$ cat config.mk
export PLATFORM = sky130hd
export DESIGN_NAME = seg_display_scheduler
export DESIGN_NICKNAME = d
export VERILOG_FILES = /design/src/rtl/seg_display_scheduler.sv
export SDC_FILE = /design/constraint.sdc
export NUM_CORES = 1
export LEC_CHECK = 0
export ABC_CLOCK_PERIOD_IN_PS = 5600
export CAP_MARGIN = 20
export CORE_MARGIN = 10
export CORE_UTILIZATION = 60
export DETAILED_ROUTE_END_ITERATION = 7
export GPL_ROUTABILITY_DRIVEN = 1
export PLACE_DENSITY = 0.84
export REMOVE_ABC_BUFFERS = 1
export SYNTH_ARGS = -nofsm -noshare
export SYNTH_HDL_FRONTEND = slang
export SYNTH_SLANG_ARGS = --single-unit
$ cat constraint.sdc
create_clock -name clk -period 5.6 [get_ports clk]
set_input_delay 0.84 -clock clk [delete_from_list [all_inputs] [get_ports clk]]
set_output_delay 0.84 -clock clk [all_outputs]
set_load 0.05 [all_outputs]
$ cat src/rtl/seg_display_scheduler.sv
// seg_display_scheduler: holds the latest byte from each of N_SRC sources and
// rotates the seven-segment display round-robin over the sources that have
// delivered data, showing each for DWELL cycles followed by one NEXT cycle.
// Optional feature macro: SEG_SCHED_PREEMPT_EN. When defined, a strobe from a
// source other than the one on screen takes the display over immediately.
module seg_display_scheduler #(
    parameter  int N_SRC = 2,
    parameter  int DWELL = 50_000_000,
    localparam int SW    = $clog2(N_SRC),
    localparam int CW    = $clog2(DWELL)
) (
    input  logic                 clk,
    input  logic                 rst,
    input  logic [N_SRC-1:0]     src_valid,
    input  logic [8*N_SRC-1:0]   src_data,
    input  logic                 hold,
    output logic [7:0]           disp_data,
    output logic [SW-1:0]        disp_src,
    output logic                 disp_live,
    output logic                 disp_update
);

    typedef enum logic [1:0] {
        ST_IDLE = 2'd0,
        ST_SHOW = 2'd1,
        ST_NEXT = 2'd2
    } state_t;

    localparam logic [CW-1:0] CNT_MAX = CW'(DWELL - 1);
    localparam logic [CW-1:0] CNT_ONE = CW'(1);

    // Lowest set index of a source vector (0 when none is set).
    function automatic logic [SW-1:0] lowest_set(input logic [N_SRC-1:0] vec);
        logic [SW-1:0] idx;
        idx = {SW{1'b0}};
        for (int i = N_SRC - 1; i >= 0; i--) begin
            idx = vec[i] ? SW'(i) : idx;
        end
        return idx;
    endfunction

    // First seen index after cur, ascending with wrap; cur itself if no other.
    function automatic logic [SW-1:0] next_seen(input logic [SW-1:0]    cur,
                                                input logic [N_SRC-1:0] seen);
        logic [SW-1:0] idx;
        int            cand;
        idx = cur;
        for (int k = N_SRC - 1; k >= 1; k--) begin
            cand = int'(cur) + k;
            cand = (cand >= N_SRC) ? (cand - N_SRC) : cand;
            idx  = seen[cand] ? SW'(cand) : idx;
        end
        return idx;
    endfunction

    logic [7:0]       slot_data_r [N_SRC];
    logic [N_SRC-1:0] slot_seen_r;
    state_t           state_r;
    state_t           state_nxt_s;
    logic [CW-1:0]    cnt_r;
    logic [CW-1:0]    cnt_nxt_s;
    logic [SW-1:0]    src_nxt_s;
    logic [7:0]       data_nxt_s;
    logic             live_nxt_s;
    logic [N_SRC-1:0] seen_now_s;
    logic             preempt_s;
    logic [SW-1:0]    preempt_src_s;

`ifdef SEG_SCHED_PREEMPT_EN
    logic [N_SRC-1:0] others_s;

    // Strobes from sources other than the one currently on screen.
    always_comb begin
        others_s           = src_valid;
        others_s[disp_src] = 1'b0;
    end

    assign preempt_s     = |others_s;
    assign preempt_src_s = lowest_set(others_s);
`else
    assign preempt_s     = 1'b0;
    assign preempt_src_s = {SW{1'b0}};
`endif

    // Per-source byte store; simultaneous strobes all latch.
    always_ff @(posedge clk or posedge rst) begin
        if (rst) begin
            for (int i = 0; i < N_SRC; i++) begin
                slot_data_r[i] <= 8'h00;
            end
            slot_seen_r <= {N_SRC{1'b0}};
        end else begin
            for (int i = 0; i < N_SRC; i++) begin
                if (src_valid[i]) begin
                    slot_data_r[i] <= src_data[8*i +: 8];
                    slot_seen_r[i] <= 1'b1;
                end
            end
        end
    end

    // Next-state, dwell counter and next display values.
    always_comb begin
        state_nxt_s = state_r;
        cnt_nxt_s   = cnt_r;
        src_nxt_s   = disp_src;
        data_nxt_s  = 8'h00;
        live_nxt_s  = 1'b0;
        // Include this cycle's strobes so IDLE leaves on the same edge they latch.
        seen_now_s  = slot_seen_r | src_valid;
        case (state_r)
            ST_IDLE: begin
                if (|seen_now_s) begin
                    state_nxt_s = ST_SHOW;
                    src_nxt_s   = lowest_set(seen_now_s);
                    cnt_nxt_s   = {CW{1'b0}};
                end else begin
                    state_nxt_s = ST_IDLE;
                end
            end
            ST_SHOW: begin
                data_nxt_s = slot_data_r[disp_src];
                live_nxt_s = slot_seen_r[disp_src];
                if (preempt_s) begin
                    src_nxt_s = preempt_src_s;
                    cnt_nxt_s = {CW{1'b0}};
                end else if (hold) begin
                    cnt_nxt_s = cnt_r;
                end else if (cnt_r == CNT_MAX) begin
                    state_nxt_s = ST_NEXT;
                    cnt_nxt_s   = {CW{1'b0}};
                end else begin
                    cnt_nxt_s = cnt_r + CNT_ONE;
                end
            end
            ST_NEXT: begin
                data_nxt_s  = slot_data_r[disp_src];
                live_nxt_s  = slot_seen_r[disp_src];
                state_nxt_s = ST_SHOW;
                cnt_nxt_s   = {CW{1'b0}};
                if (preempt_s) begin
                    src_nxt_s = preempt_src_s;
                end else begin
                    src_nxt_s = next_seen(disp_src, slot_seen_r);
                end
            end
            default: begin
                state_nxt_s = ST_IDLE;
                cnt_nxt_s   = {CW{1'b0}};
                src_nxt_s   = {SW{1'b0}};
            end
        endcase
    end

    // State, counter and registered display outputs.
    always_ff @(posedge clk or posedge rst) begin
        if (rst) begin
            state_r     <= ST_IDLE;
            cnt_r       <= {CW{1'b0}};
            disp_data   <= 8'h00;
            disp_src    <= {SW{1'b0}};
            disp_live   <= 1'b0;
            disp_update <= 1'b0;
        end else begin
            state_r     <= state_nxt_s;
            cnt_r       <= cnt_nxt_s;
            disp_data   <= data_nxt_s;
            disp_src    <= src_nxt_s;
            disp_live   <= live_nxt_s;
            disp_update <= (data_nxt_s != disp_data) || (src_nxt_s != disp_src);
        end
    end

endmodule

==> flow_metrics.env <==
export IMPL_status="completed"
export IMPL_drc=0
export IMPL_worst_pin_slew_ps=847.6
export IMPL_finalCriticalPeriod_ps=2856
export IMPL_initial_utilization=0.6175
export IMPL_cts_max_path_buffers=2
export IMPL_grt_pass1_vias=1960
export IMPL_hold_viol_final=0
export IMPL_setup_viol=0
export IMPL_drt_pass1_iter_count=4
export IMPL_grt_pass1_wl_mm=9.349
export IMPL_die_y_um=89.72
export IMPL_fin_nets=314
export IMPL_gp_congestion=0.8438
export IMPL_drv_cap=0
export IMPL_post_cts_buffers=0
export IMPL_clock_power_share=0.316
export IMPL_rsz0062_at_grt="no"
export IMPL_async_flop_share=1.000
export IMPL_design_area_um2=3506
export IMPL_drt_iter0_drc=77
export IMPL_path_max_fanout=14
export IMPL_cp_top_family="buffers and inverters"
export IMPL_grt_start_max_net_pins=58
export IMPL_ys_flop_type="dfrtp_1"
export IMPL_min_to="slot_data_r[9]"
export IMPL_power_w=0.001479
export IMPL_period_share=0.5100
export IMPL_rr_worst_depth=5
export IMPL_diodes=0
export IMPL_synth_area_um2=2917
export IMPL_coreArea_um2=4723
export IMPL_p_leak_nw=1.461
export IMPL_yosys_warnings=0
export IMPL_max_stage_delay_ps=930
export IMPL_syn_instance_count=251
export IMPL_finalSetupTns_ps=0
export IMPL_arrival_ps=2020
export IMPL_via_count=1948
export IMPL_holdPathStages=1
export IMPL_cts_tree="built"
export IMPL_pwr_density_cell_nw_per_um2=422.0
export IMPL_crit_path_top_delay_cell="clkdlybuf4s50_1"
export IMPL_worstHoldStart="slot_data_r[9]"
export IMPL_hold_path_class="reg -> reg"
export IMPL_ys_ff_latch=57
export IMPL_gr_usage_all_layers=0.1408
export IMPL_swShare=0.3443
export IMPL_max_slew_margin=0.4337
export IMPL_p_seq_frac=0.350
export IMPL_peakVddDrop_uv=248.9
export IMPL_path_buf_inv=1
export IMPL_p_comb_frac=0.334
export IMPL_r2r_start="cnt_r[8]"
export IMPL_antenna_left=0
export IMPL_area_growth_pct=20.21
export IMPL_p_int_w=0.0009700
export IMPL_path_cells="clkdlybuf4s50_1"
export IMPL_wire_per_inst_um=15.07
export IMPL_finalMaxSlewViolations=0
export IMPL_routed_via_density=5.426
export IMPL_netlist_top_cells_area="dfrtp_1 49%, mux2_2 6.2%, xor2_1 5.4%"
export IMPL_clock_sinks=57
export IMPL_synth_top_area_cell="dfrtp_1"
export IMPL_fp_dieW_um=89.72
export IMPL_io_buffers=31
export IMPL_cts_repair_resize_count=0
export IMPL_wl_mm=5.409
export IMPL_p_sw_w=0.0005094
export IMPL_layout_drive_gt1_share=0.2260
export IMPL_ctsHoldBuffers=0
export IMPL_die_area_um2=8050
export IMPL_finClkSkew_ps=5.001
export IMPL_worstPathRequired_ps=4760
export IMPL_cts_htree_levels=3
export IMPL_fp_row_count=25
export IMPL_path_clk_slew_ps=70
export IMPL_ios=32
export IMPL_r2r_end="cnt_r[25]"
export IMPL_crit_type="reg -> out"
export IMPL_synth_edf_count=0
export IMPL_yosysUniqueCellTypes=46
export IMPL_ff2ff_setup_slack_ps=3180
export IMPL_clk_latency_ps=330
export IMPL_start_kind="flop"
export IMPL_clockRootBuffer="clkbuf_8"
export IMPL_place_area_um2=3262
export IMPL_fmax_ghz=0.3501
export IMPL_dp_hpwl_mm=3.725
export IMPL_synth_top_area_share=0.4891
export IMPL_avgSynthCellArea_um2=11.62
export IMPL_seq_area_frac_synth=0.4891
export IMPL_antenna_found_initial=0
export IMPL_cts_buffers=9
export IMPL_overflow=0
export IMPL_worst_setup_path_end_kind="primary output"
-- synthesized netlist by cell type (5+ instances only) --
master   number
inv_1         8
xor2_1       18
nand3_1      14
nor2b_1      10
ha_1          6
mux2i_1      10
nor2_1        5
o21ai_0       5
dfrtp_1      57
nand4_1      11
nand2_1      11
xnor2_1      12
mux2_2       16
nor2_2       20
-- cell usage in the layout, fill, tap and decap left out, drive strengths merged --
cell type,count
or2,2
ha,6
a21oi,2
dfrtp,57
bufinv,3
nor4,4
nand3b,2
or2b,1
clkinvlp,1
clkdlybuf4s50,31
o21ai,5
buf,2
inv,8
a21o,1
or3,3
mux2,17
clkbuf,11
nor2,25
a31oi,2
nand4,12
or4b,1
o31ai,1
nand3,14
nand2,12
and4,3
a22o,1
or4,1
xnor2,12
clkinv,1
nor3,2
nand4b,1
xor2,18
nor2b,10
and2,3
o211ai,1
and3,3
o41ai,1
a211oi,2
mux2i,10
-- layer usage --
layer | part of all wire | GRT usage
met4 | 0.018 | 0.07951
met3 | 0.026 | 0.03159
met1 | 0.47 | 0.1831
met2 | 0.48 | 0.2107
met5 | 0 | 0
-- final cells by class --
cell class / count / area, um^2
sequential: 57 / 1426
multi-input combinational: 178 / 1396
fill: 314 / 1217
timing repair buffer: 33 / 325.3
clock buffer: 11 / 141.4
clock inverter: 5 / 102.6
tap: 67 / 83.83
inverter: 8 / 30.03
-- kinds of logic after synthesis --
| group | share of synthesized area |
|---|---|
| AND/OR/NAND/NOR | 0.2197 |
| flip-flops | 0.4891 |
| XOR/XNOR | 0.09009 |
| multiplexers | 0.09996 |
| AO/OA/AOI/OAI | 0.04333 |
| buffers and inverters | 0.03218 |
| adder cells (fa/ha/maj) | 0.02574 |
-- power groups by stage --
stage / Clock (W) / Sequential, W / Combinational, W
floorplan: 0 / 0.000618 / 0.000262
global placement: 0 / 0.000523 / 0.000493
detailed placement: 0 / 0.000526 / 0.000498
CTS: 0.000473 / 0.000519 / 0.000500
global route: 0.000500 / 0.000527 / 0.000535
finish: 0.000467 / 0.000518 / 0.000494
-- worst max-delay path by stage --
stage,start,slack [ps],cells after the start,endpoint
2_1_floorplan,hold,3280,5,cnt_r[7]
3_3_place_gp,src_valid[0],2560,6,disp_update
3_5_place_dp,src_valid[1],2460,6,cnt_r[22]
4_1_cts,disp_src,2710,1,disp_src
5_1_grt,disp_src,2650,1,disp_src
6_report,disp_src,2740,1,disp_src
-- state kept, by name, summed over array words and instances (netlist names) --
name         cells
slot_seen_r      2
state_r          2
disp_src         1
disp_live        1
cnt_r           26
disp_data        8
slot_data_r     16
disp_update      1
-- through the flow --
step,setup WS (ps),hold WS (ps),util,instances
4_1_cts,2713,511.6,0.7423,359
3_5_place_dp,2461,495.7,0.6906,343
5_1_grt,2650,519.0,0.7423,359
2_1_floorplan,3278,479.9,-,243
3_3_place_gp,2563,489.3,0.6906,343
6_report,2744,509.0,0.7423,359
(Power assumes the default switching activity.)
